===== config.mk =====
export PLATFORM = sky130hd
export DESIGN_NAME = ledmatrix_spi_tx_flat
export DESIGN_NICKNAME = d
export VERILOG_FILES = /design/src/rtl/ledmatrix_spi_tx_if.sv /design/src/rtl/ledmatrix_spi_tx.sv /design/src/flat_wrapper.sv
export SDC_FILE = /design/constraint.sdc
export NUM_CORES = 1
export LEC_CHECK = 0
export BUFFER_PORTS_ARGS = -buffer_cell sky130_fd_sc_hd__buf_2
export CAP_MARGIN = 0
export CORE_AREA = 4 4 104 106
export DETAILED_ROUTE_END_ITERATION = 6
export DIE_AREA = 0 0 108 110
export PLACE_DENSITY = 0.67
export SYNTH_ARGS = -nofsm -noshare
export SYNTH_HDL_FRONTEND = slang
export SYNTH_SLANG_ARGS = --single-unit

===== constraint.sdc =====
create_clock -name clk -period 1.94 [get_ports clk]
set_input_delay 0.194 -clock clk [delete_from_list [all_inputs] [get_ports clk]]
set_output_delay 0.194 -clock clk [all_outputs]
set_load 0.01 [all_outputs]

===== src/rtl/ledmatrix_spi_tx_if.sv =====
// Frame handshake between the frame generator (master) and the MAX7219 serial transmitter (slave).
interface ledmatrix_spi_tx_if #(
  parameter int WORD_W = 64
);
  logic [WORD_W-1:0] data;
  logic              start;
  logic              ready;
  logic              done;

  modport master (output data, output start, input ready, input done);
  modport slave  (input data, input start, output ready, output done);
endinterface


===== src/rtl/ledmatrix_spi_tx.sv =====
// Serial transmitter for a four-device MAX7219 chain: one WORD_W-bit frame per CS low window.
// Optional LEDMATRIX_SPI_CHANGE_DET_EN: idle transmitter also starts when data differs from the last frame sent.
module ledmatrix_spi_tx #(
  parameter int CLK_DIV = 4,
  parameter int CS_GAP  = 8,
  parameter int WORD_W  = 64
) (
  input  logic                clk,
  input  logic                rst_n,
  ledmatrix_spi_tx_if.slave   host,
  output logic                max_din,
  output logic                max_sclk,
  output logic                max_cs
);

  localparam int MAX_HALF = (CLK_DIV > CS_GAP) ? CLK_DIV : CS_GAP;
  localparam int CNT_W    = (MAX_HALF > 1) ? $clog2(MAX_HALF) : 1;
  localparam int BIT_W    = $clog2(WORD_W);
  localparam logic [CNT_W-1:0] DIV_LOAD = CNT_W'(CLK_DIV - 1);
  localparam logic [CNT_W-1:0] GAP_LOAD = CNT_W'(CS_GAP - 1);
  localparam logic [BIT_W-1:0] BIT_LOAD = BIT_W'(WORD_W - 1);

  typedef enum logic [2:0] {
    IDLE     = 3'd0,
    SETUP    = 3'd1,
    SHIFT_HI = 3'd2,
    SHIFT_LO = 3'd3,
    GAP      = 3'd4
  } state_e;

  state_e            state_q, state_d;
  logic [CNT_W-1:0]  cnt_q, cnt_d;
  logic [BIT_W-1:0]  bit_q, bit_d;
  // Bits still to be presented after the one currently on DIN, MSB next.
  logic [WORD_W-2:0] rest_q, rest_d;
  logic              din_q, din_d;
  logic              sclk_q, sclk_d;
  logic              cs_q, cs_d;
  logic              ready_q, ready_d;
  logic              done_q, done_d;
  logic              trig;
  logic              cnt_zero;

`ifdef LEDMATRIX_SPI_CHANGE_DET_EN
  logic [WORD_W-1:0] last_q, last_d;

  assign trig = host.start | (host.data != last_q);
`else
  assign trig = host.start;
`endif

  assign cnt_zero   = (cnt_q == {CNT_W{1'b0}});
  assign max_din    = din_q;
  assign max_sclk   = sclk_q;
  assign max_cs     = cs_q;
  assign host.ready = ready_q;
  assign host.done  = done_q;

  always_comb begin
    state_d = state_q;
    cnt_d   = cnt_q;
    bit_d   = bit_q;
    rest_d  = rest_q;
    din_d   = din_q;
    sclk_d  = sclk_q;
    cs_d    = cs_q;
    ready_d = ready_q;
    done_d  = 1'b0;
`ifdef LEDMATRIX_SPI_CHANGE_DET_EN
    last_d  = last_q;
`endif
    case (state_q)
      IDLE: begin
        if (trig && ready_q) begin
          rest_d  = host.data[WORD_W-2:0];
          din_d   = host.data[WORD_W-1];
          cs_d    = 1'b0;
          sclk_d  = 1'b0;
          ready_d = 1'b0;
          bit_d   = BIT_LOAD;
          cnt_d   = DIV_LOAD;
          state_d = SETUP;
`ifdef LEDMATRIX_SPI_CHANGE_DET_EN
          last_d  = host.data;
`endif
        end else begin
          cnt_d   = {CNT_W{1'b0}};
        end
      end
      SETUP: begin
        if (!cnt_zero) begin
          cnt_d = cnt_q - CNT_W'(1);
        end else begin
          sclk_d  = 1'b1;
          cnt_d   = DIV_LOAD;
          state_d = SHIFT_HI;
        end
      end
      SHIFT_HI: begin
        if (!cnt_zero) begin
          cnt_d = cnt_q - CNT_W'(1);
        end else begin
          sclk_d  = 1'b0;
          cnt_d   = DIV_LOAD;
          state_d = SHIFT_LO;
          // DIN moves with the falling edge so it is stable for the whole next high phase.
          if (bit_q != {BIT_W{1'b0}}) begin
            din_d  = rest_q[WORD_W-2];
            rest_d = {rest_q[WORD_W-3:0], 1'b0};
          end else begin
            din_d  = din_q;
          end
        end
      end
      SHIFT_LO: begin
        if (!cnt_zero) begin
          cnt_d = cnt_q - CNT_W'(1);
        end else if (bit_q != {BIT_W{1'b0}}) begin
          bit_d   = bit_q - BIT_W'(1);
          sclk_d  = 1'b1;
          cnt_d   = DIV_LOAD;
          state_d = SHIFT_HI;
        end else begin
          cs_d    = 1'b1;
          cnt_d   = GAP_LOAD;
          state_d = GAP;
        end
      end
      GAP: begin
        if (!cnt_zero) begin
          cnt_d = cnt_q - CNT_W'(1);
        end else begin
          ready_d = 1'b1;
          done_d  = 1'b1;
          cnt_d   = {CNT_W{1'b0}};
          state_d = IDLE;
        end
      end
      default: begin
        state_d = IDLE;
        cnt_d   = {CNT_W{1'b0}};
        cs_d    = 1'b1;
        sclk_d  = 1'b0;
        ready_d = 1'b1;
      end
    endcase
  end

  always_ff @(posedge clk or negedge rst_n) begin
    if (!rst_n) begin
      state_q <= IDLE;
      cnt_q   <= {CNT_W{1'b0}};
      bit_q   <= {BIT_W{1'b0}};
      rest_q  <= {(WORD_W-1){1'b0}};
      din_q   <= 1'b0;
      sclk_q  <= 1'b0;
      cs_q    <= 1'b1;
      ready_q <= 1'b1;
      done_q  <= 1'b0;
    end else begin
      state_q <= state_d;
      cnt_q   <= cnt_d;
      bit_q   <= bit_d;
      rest_q  <= rest_d;
      din_q   <= din_d;
      sclk_q  <= sclk_d;
      cs_q    <= cs_d;
      ready_q <= ready_d;
      done_q  <= done_d;
    end
  end

`ifdef LEDMATRIX_SPI_CHANGE_DET_EN
  always_ff @(posedge clk or negedge rst_n) begin
    if (!rst_n) begin
      last_q <= {WORD_W{1'b0}};
    end else begin
      last_q <= last_d;
    end
  end
`endif

endmodule


===== src/flat_wrapper.sv =====
// flat-port wrapper written by rule: the top's interface ports become plain ports
module ledmatrix_spi_tx_flat 
#(
  parameter int CLK_DIV = 4,
  parameter int CS_GAP  = 8,
  parameter int WORD_W  = 64
)
  (clk, rst_n, max_din, max_sclk, max_cs, host_data, host_start, host_ready, host_done);
  ledmatrix_spi_tx_if #(.WORD_W(WORD_W)) host_i ();
  input  logic clk;
  input  logic rst_n;
  output logic max_din;
  output logic max_sclk;
  output logic max_cs;
  input wire logic [$bits(host_i.data)-1:0] host_data;
  input wire logic [$bits(host_i.start)-1:0] host_start;
  output wire logic [$bits(host_i.ready)-1:0] host_ready;
  output wire logic [$bits(host_i.done)-1:0] host_done;
  assign host_i.data = host_data;
  assign host_i.start = host_start;
  assign host_ready = host_i.ready;
  assign host_done = host_i.done;
  ledmatrix_spi_tx #(.CLK_DIV(CLK_DIV), .CS_GAP(CS_GAP), .WORD_W(WORD_W)) u_core (.clk(clk), .rst_n(rst_n), .host(host_i), .max_din(max_din), .max_sclk(max_sclk), .max_cs(max_cs));
endmodule

==> results of run 1 <==
[critical path, stage by stage (launching register included)]
cell and delay, ns:
dfrtp_1 0.40, inv_2 0.10, ha_4 0.13, nor4b_4 0.25, nand2_2 0.12, a31o_4 0.33
clkbuf_16 0.20, mux2_4 0.29
[routing by layer]
layer / part of all wire / vias to the layer above / GRT usage / routed length [um]
met2: 0.46 / 55 / 0.221 / 4080
met4: 0.012 / 0 / 0.0505 / 105
met5: 0 / - / 0 / 0
met3: 0.039 / 10 / 0.0326 / 344
li1: - / 1320 / - / -
met1: 0.49 / 1349 / 0.203 / 4310
[power groups by stage]
stage | clock, mW | sequential [mW] | combinational [mW]
finish | 1.41 | 1.67 | 0.176
global route | 1.52 | 1.67 | 0.198
CTS | 1.45 | 1.67 | 0.182
detailed placement | 0 | 1.70 | 0.179
global placement | 0 | 1.70 | 0.175
floorplan | 0 | 1.70 | 0.0624
[area by class of cell]
| class | instances | area share |
|---|---|---|
| Clock buffer | 9 | 0.0228 |
| Clock inverter | 7 | 0.0189 |
| Inverter | 8 | 0.00554 |
| Multi-Input combinational cell | 204 | 0.408 |
| Sequential cell | 80 | 0.370 |
| Tap cell | 133 | 0.0307 |
| Timing Repair Buffer | 106 | 0.145 |
[how the worst min path moves through the flow]
stage                  from                end  slack (ns)  depth (start not counted)
3_3_place_gp          rst_n  u_core.rest_q[55]        0.19                          1
2_1_floorplan         rst_n    u_core.bit_q[0]       -0.10                          0
4_1_cts        host_data[0]   u_core.rest_q[0]        0.13                          3
3_5_place_dp          rst_n  u_core.rest_q[54]        0.19                          1
5_1_grt        host_data[0]   u_core.rest_q[0]        0.14                          3
6_report       host_data[0]   u_core.rest_q[0]        0.14                          3
[sequential cells by signal, summed over array words and instances, names as in the netlist]
| signal | flops |
|---|---|
| u_core.cnt_q | 3 |
| u_core.max_sclk | 1 |
| u_core.rest_q | 63 |
| u_core.host.ready | 1 |
| u_core.host.done | 1 |
| u_core.state_q | 3 |
| u_core.max_din | 1 |
| u_core.bit_q | 6 |
| u_core.max_cs | 1 |
[kinds of logic after synthesis]
kind of cell	count (synthesis)	synth area share
muxes	128	0.380
DFF	80	0.458
and+or+nand+nor	40	0.0504
AOI/OAI and AO/OA	30	0.0481
buffers and inverters	27	0.0498
adders and majority gates	4	0.0114
xor gates and xnor gates	1	0.00200
[Yosys cell counts (2+ instances only)]
library cell / count
mux2_1: 5
nand3b_1: 2
dfrtp_1: 78
and2_1: 3
mux2_4: 59
dfstp_2: 2
buf_12: 6
o221ai_1: 2
o21ai_0: 3
nor2_1: 9
nor3_1: 5
o31ai_1: 3
a31o_2: 2
a21oi_1: 7
inv_1: 8
clkbuf_1: 3
o21a_1: 2
nand2b_1: 3
buf_2: 9
nand2_1: 8
nand3_1: 3
mux2_2: 63
ha_1: 4
[timing repair]
action | 4_1_cts | 5_1_grt
gates resized for setup | 0 | 13
endpoints found under the setup margin | 0 | 62
buffers inserted | 0 | 7
hold buffers | 1 | 0
endpoints found under the hold margin | 31 | 0
==> flow_summary.json, run 1 <==
{
  "final_area_um2": 5420,
  "finalHoldViolations": 0,
  "synth.avg_cell_area_um2": 14.1,
  "drive_above_1_share": 0.638,
  "postLayoutCoreUtil": 0.555,
  "worst_setup_path_end_kind": "flop",
  "setup_viol": 0,
  "yosysWarnings": 0,
  "synth_cell_types": 44,
  "tightest_slew_ns": 0.464,
  "p_int_mw": 2.51,
  "rr_startpoint": "u_core.bit_q[1]",
  "wl_um": 8840,
  "nNetsFinal": 480,
  "die_area_um2": 11900,
  "dpl_cell_area_um2": 4980,
  "viasPerCell": 5.00,
  "synth_nets": 381,
  "numCtsBuffers": 9,
  "power_frac_clock": 0.433,
  "power.switching_mw": 0.739,
  "endpoint": "u_core.max_din",
  "reg2reg_depth": 7,
  "area_growth_pct": 24.0,
  "cts_root_buf": "clkbuf_8",
  "crit_start": "u_core.bit_q[1]",
  "cp_data_required_time_ns": 2.18,
  "layout.cells.non_filler": 547,
  "grt_antenna_before_repair": 0,
  "fin_ws_ns": 0.00838,
  "antennaDiodeCount": 0,
  "worstPathMaxFanout": 7,
  "fillers": 840,
  "finalCritPeriodShare": 0.996,
  "layout_commonest_cell": "dfrtp_1",
  "io_buffers": 71,
  "detail_route.wl_per_cell_um": 16.2,
  "pin_count": 72,
  "pwr-share-seq": 0.513,
  "drt_iter0_markers": 90,
  "synth_top_cell_by_area": "dfrtp_1",
  "place_ws_ns": 0.0243,
  "p_comb_frac": 0.054,
  "num_rows": 36,
  "cts_buffer_depth": 2,
  "switching_share": 0.227,
  "totalPowerFinal_mw": 3.25,
  "netlist_area_um2": 4370,
  "multi_input_area_um2": 2210,
  "h-tree-depth": 3,
  "cts_sinks": 80,
  "vias": 2734,
  "finClkSkew_ns": 0.0121,
  "reg2reg_setup_slack_ns": 0.008,
  "die_w_um": 108,
  "peakVddDrop_mv": 0.408,
  "initial_core_util": 0.447,
  "cp.arrival_ns": 2.17,
  "slew_headroom": 0.691,
  "hold_path.class": "in2reg",
  "coreArea_um2": 9770,
  "period_needed_ns": 1.93,
  "worstSetupPathType": "reg2reg",
  "fmax_ghz": 0.518,
  "drc": 0,
  "cts_tree": "yes",
  "synthCells": 310,
  "grt_overflow": 0,
  "final-seq-area_um2": 2000,
  "synth_top_area_share": 0.446,
  "grt_pass1_wl_um": 13500,
  "async_flop_share": 1.00,
  "grt_pass1_vias": 2803,
  "clk_pin_slew_ns": 0.09,
  "grt_usage": 0.145,
  "crit_path_start_kind": "flop",
  "ys_ff_latch": 80,
  "rsz0062_at_grt": "true",
  "final_cell_mix": "dfrtp_1, buf_2, mux2_2",
  "dpl.cell_count": 518,
  "tns_ns": 0,
  "synth-seq-area-share": 0.458,
  "fin_hold_ws_ns": 0.143,
  "clkLatencyLatePin_ns": 0.36,
  "powerDensity_nw_per_um2": 599,
  "hpwl_um": 5810,
  "cap_violations": 0,
  "drtAntennaViolNets": 0,
  "r2r-end": "u_core.max_din",
  "synth-edff-count": 0,
  "ys_top_cells_by_area": "dfrtp_1, mux2_4, mux2_2",
  "maxSlewViolCount": 0,
  "grt_start_max_net_pins": 48,
  "die_h_um": 110,
  "synth_top_flop_cell": "dfrtp_1",
  "p_leak_nw": 2.56,
  "status": "completed",
  "detail_route.first_pass.iterations": 5,
  "place_congestion": 0.819
}
(Power assumes the default switching activity.)
==> run 2, diff against run 1 <==
Settings changed: CORE_AREA 4 4 104 106 to 4 4 133 84, DIE_AREA 0 0 108 110 to 0 0 137 88.
==> run 2 against run 1 <==
Against the previous run:
- cell area rose by 2.1%
- clock skew is 0.0050 ns lower
- critical path type unchanged
- first-iteration DRC count is 8.9% higher
- sequential power about the same
- the flow now finishes with violations (setup timing)
- clock power grew 43%
- critical endpoint is now u_core.rest_q[14]
- hold slack got worse by 0.055 ns
- cell count shrank 0.37%
- via count fell by 0.55%
- die area increased by 1.5%
- register-to-register slack is essentially flat
- maximum frequency is 0.50% lower
- worst setup slack got worse by 0.0097 ns
- largest cell class unchanged
==> flow_summary.json, run 2 (same netlist as run 1, synthesis figures left out) <==
{
  "cp_data_required_time_ns": 2.16,
  "worstPathMaxFanout": 7,
  "place_congestion": 0.829,
  "io_buffers": 71,
  "final-seq-area_um2": 2000,
  "final_cell_mix": "dfrtp_1, buf_2, mux2_2",
  "num_rows": 28,
  "hpwl_um": 5980,
  "cts_root_buf": "clkbuf_16",
  "clkLatencyLatePin_ns": 0.34,
  "pin_count": 72,
  "finalHoldViolations": 0,
  "grt_antenna_before_repair": 0,
  "layout.cells.non_filler": 545,
  "rsz0062_at_grt": "true",
  "vias": 2719,
  "fillers": 825,
  "reg.largest.list": "u_core.rest_q: 63 flops, u_core.bit_q: 6 flops",
  "h-tree-depth": 3,
  "grt_usage": 0.153,
  "detail_route.wl_per_cell_um": 17.3,
  "drtAntennaViolNets": 0,
  "initial_core_util": 0.446,
  "die_area_um2": 12100,
  "clk_pin_slew_ns": 0.06,
  "hold_path.class": "in2reg",
  "grt_start_max_net_pins": 33,
  "postLayoutCoreUtil": 0.564,
  "powerDensity_nw_per_um2": 697,
  "multi_input_area_um2": 2220,
  "largest_register_ffs": 63,
  "fmax_ghz": 0.515,
  "tightest_slew_ns": 0.482,
  "rr_startpoint": "u_core.bit_q[0]",
  "drt_iter0_markers": 98,
  "status": "complete, but fails checks",
  "finClkSkew_ns": 0.00715,
  "nNetsFinal": 476,
  "tns_ns": -0.00136,
  "reg2reg_depth": 7,
  "area_growth_pct": 26.6,
  "die_h_um": 88,
  "numCtsBuffers": 9,
  "die_w_um": 137,
  "peakVddDrop_mv": 0.451,
  "finalCritPeriodShare": 1.00,
  "largest-register": "u_core.rest_q",
  "worstSetupPathType": "reg2reg",
  "slew_headroom": 0.677,
  "violations": "setup timing",
  "drc": 0,
  "viasPerCell": 4.99,
  "grt_overflow": 0,
  "dpl.cell_count": 519,
  "detail_route.first_pass.iterations": 4,
  "cp.arrival_ns": 2.17,
  "wl_um": 9430,
  "cap_violations": 0,
  "layout_commonest_cell": "dfrtp_1",
  "grt_pass1_wl_um": 14200,
  "setup_viol": 1,
  "grt_pass1_vias": 2788,
  "coreArea_um2": 9810,
  "crit_path_start_kind": "flop",
  "cts_tree": "yes",
  "reg2reg_setup_slack_ns": -0.001,
  "r2r-end": "u_core.rest_q[14]",
  "cts_sinks": 80,
  "totalPowerFinal_mw": 3.86,
  "maxSlewViolCount": 0,
  "antennaDiodeCount": 0,
  "worst_setup_path_end_kind": "flop",
  "crit_start": "u_core.bit_q[0]",
  "endpoint": "u_core.rest_q[14]",
  "p_leak_nw": 2.60,
  "period_needed_ns": 1.94,
  "fin_ws_ns": -0.00136,
  "drive_above_1_share": 0.634,
  "cts_buffer_depth": 2
}
==> run 2: worst min path at each step <==
stage,startpoint,to,depth (start not counted)
after floorplan,rst_n,u_core.bit_q[0],0
after global placement,rst_n,u_core.rest_q[4],1
after detailed placement,rst_n,u_core.rest_q[62],1
after CTS,host_data[0],u_core.rest_q[0],3
after global routing,host_data[0],u_core.rest_q[0],3
final,host_data[0],u_core.rest_q[0],3
==> run 2: layer usage <==
layer | GRT usage | part of all wire | wire length, um
met4 | 0.0435 | 0.012 | 116
met5 | 0 | 0 | 0
met2 | 0.225 | 0.43 | 4070
met3 | 0.0534 | 0.050 | 470
met1 | 0.214 | 0.51 | 4770
==> run 2: cell type report <==
type,instances,area share
Timing Repair Buffer,102,0.137
Sequential cell,80,0.362
Clock buffer,11,0.0457
Inverter,8,0.00543
Tap cell,135,0.0305
Multi-Input combinational cell,204,0.401
Clock inverter,5,0.0185
==> run 2: where the power goes <==
| part | total [mW] | internal, mW | switching (mW) |
|---|---|---|---|
| logic | 0.178 | 0.103 | 0.0750 |
| registers | 1.67 | 1.67 | 0 |
| clock network | 2.01 | 1.33 | 0.687 |
| total | 3.86 | 3.10 | 0.762 |
==> run 2: per-stage QoR <==
stage                     cell area, um^2  setup WS [ns]  hold slack (ns)
final                                5530       -0.00136           0.0875
after floorplan                      4390       0.000389           -0.102
after detailed placement             4960         0.0274            0.135
after global placement               4960         0.0945            0.131
after CTS                            5330         0.0279           0.0812
after global routing                 5530        -0.0865            0.108
==> run 2: critical path: stages (launching register included) <==
cell and delay [ns]:
dfrtp_1 0.39, inv_2 0.10, ha_4 0.13, nor4b_4 0.24
nand2_2 0.13, a31o_4 0.34, clkbuf_16 0.19, mux2_4 0.30
==> run 2: timing repair <==
| item | CTS | global route |
|---|---|---|
| endpoints found under the setup margin | 0 | 62 |
| buffers inserted | 0 | 2 |
| resized for setup | 0 | 15 |
| hold buffers | 1 | 0 |
| endpoints found under the hold margin | 24 | 0 |
==> run 3, diff against run 2 <==
Settings changed: CORE_AREA 4 4 133 84 to 4 4 140 88, DIE_AREA 0 0 137 88 to 0 0 144 92, PLACE_DENSITY 0.67 to unset.
==> run 3 against run 2 <==
Against the previous run:
- total power down 6.7%
- cell count up 2.0%
- first-iteration DRC count up 60%
- the flow still finishes with violations (setup timing)
- highest routed layer unchanged
- non-clock buffer count up 3
- register-to-register slack about the same
==> flow_summary.json, run 3 (same netlist as run 1, synthesis figures left out) <==
{
  "status": "complete, but fails checks",
  "violations": "setup timing",
  "fin_ws_ns": -0.00214,
  "drtAntennaViolNets": 0,
  "grt_pass1_wl_um": 14600,
  "grt_overflow": 0,
  "largest-register": "u_core.rest_q",
  "cp.arrival_ns": 2.16,
  "hpwl_um": 6040,
  "postLayoutCoreUtil": 0.497,
  "grt_pass1_vias": 2844,
  "num_rows": 30,
  "powerDensity_nw_per_um2": 655,
  "io_buffers": 71,
  "crit_path_start_kind": "flop",
  "worstPathMaxFanout": 8,
  "clkLatencyLatePin_ns": 0.34,
  "worstSetupPathType": "reg2reg",
  "reg.largest.list": "u_core.rest_q: 63 flops, u_core.bit_q: 6 flops",
  "die_area_um2": 13200,
  "grt_antenna_before_repair": 0,
  "cap_violations": 0,
  "layout_commonest_cell": "dfrtp_1",
  "vias": 2717,
  "viasPerCell": 4.89,
  "h-tree-depth": 3,
  "peakVddDrop_mv": 0.434,
  "slew_headroom": 0.670,
  "grt_usage": 0.137,
  "grt_start_max_net_pins": 45,
  "antennaDiodeCount": 0,
  "fin_hold_ws_ns": 0.125,
  "detail_route.first_pass.iterations": 5,
  "cts_tree": "yes",
  "place_congestion": 0.797,
  "maxSlewViolCount": 0,
  "setup_viol": 8,
  "layout.cells.non_filler": 556,
  "clk_pin_slew_ns": 0.07,
  "largest_register_ffs": 63,
  "finClkSkew_ns": 0.0106,
  "final_cell_mix": "dfrtp_1, buf_2, mux2_2, mux2_4, buf_4",
  "cts_root_buf": "clkbuf_16",
  "finalHoldViolations": 0,
  "p_comb_frac": 0.049,
  "reg2reg_setup_slack_ns": -0.002,
  "drive_above_1_share": 0.631,
  "switching_share": 0.224,
  "p_leak_nw": 2.59,
  "numCtsBuffers": 9,
  "wl_um": 9160,
  "finalCritPeriodShare": 1.00,
  "power.switching_mw": 0.808,
  "rsz0062_at_grt": "true",
  "p_int_mw": 2.79,
  "drt_iter0_markers": 157,
  "cts_sinks": 80,
  "tightest_slew_ns": 0.495,
  "pwr-share-seq": 0.463,
  "nNetsFinal": 478,
  "cts_buffer_depth": 2,
  "fmax_ghz": 0.515,
  "coreArea_um2": 11100,
  "power_frac_clock": 0.488,
  "die_h_um": 92,
  "dpl.cell_count": 527,
  "pin_count": 72,
  "cp_data_required_time_ns": 2.16,
  "detail_route.wl_per_cell_um": 16.5,
  "die_w_um": 144,
  "period_needed_ns": 1.94,
  "initial_core_util": 0.395,
  "worst_setup_path_end_kind": "flop",
  "area_growth_pct": 25.8,
  "hold_path.class": "in2reg",
  "drc": 0
}
## run 3: worst max-delay path: stages, from the launching register on
cell     delay, ns
dfrtp_1       0.39
inv_2         0.09
ha_4          0.12
nor4b_4       0.23
nand2_2       0.11
a31o_4        0.27
buf_4         0.16
buf_16        0.15
mux2_4        0.30
## run 3: path summary, 6_finish.rpt
path / from / to / depth (start not counted)
worst max-delay path: u_core.bit_q[1] / u_core.rest_q[30] / 8
worst min-delay path: host_data[0] / u_core.rest_q[0] / 3
worst max register to register: u_core.bit_q[1] / u_core.rest_q[30] / 8
worst min register to register: u_core.bit_q[5] / u_core.bit_q[5] / 1
max in group asynchronous: rst_n / u_core.host.ready / 3
min in group asynchronous: rst_n / u_core.rest_q[52] / 2
## run 3: what timing repair did
item	4_1_cts	5_1_grt
endpoints found under the setup margin	0	63
resized for setup	0	12
hold buffers	1	0
setup buffers	0	6
endpoints found under the hold margin	36	0
## run 3: through the flow
step / instance area [um^2] / setup TNS, ns / power, mW / setup slack, ns
global placement: 4960 / 0 / 1.88 / 0.0811
global route: 5500 / -2.15 / 3.75 / -0.0524
floorplan: 4390 / 0 / 1.76 / 0.000389
finish: 5500 / -0.00914 / 3.60 / -0.00214
detailed placement: 4960 / 0 / 1.88 / 0.0471
CTS: 5280 / 0 / 3.66 / 0.0134
## run 3: power groups by stage
stage	clock, mW	sequential (mW)	combinational [mW]
after floorplan	0	1.70	0.0624
after global placement	0	1.70	0.177
after detailed placement	0	1.70	0.177
after CTS	1.81	1.67	0.180
after global routing	1.88	1.67	0.198
final	1.76	1.67	0.175
## run 3: area by class of cell
cell class                      instances  area [um^2]
Multi-Input combinational cell        203         2190
Tap cell                              144          180
Clock buffer                            9          225
Clock inverter                          7         85.1
Fill cell                             955         5570
Inverter                                8         30.0
Timing Repair Buffer                  105          783
Sequential cell                        80         2000
## run 3: per-layer routing
metal,global-route usage,up-vias,routed length (um)
met5,0,-,0
met2,0.190,60,3860
met1,0.210,1337,4820
met3,0.0391,5,403
li1,-,1315,-
met4,0.0329,0,72
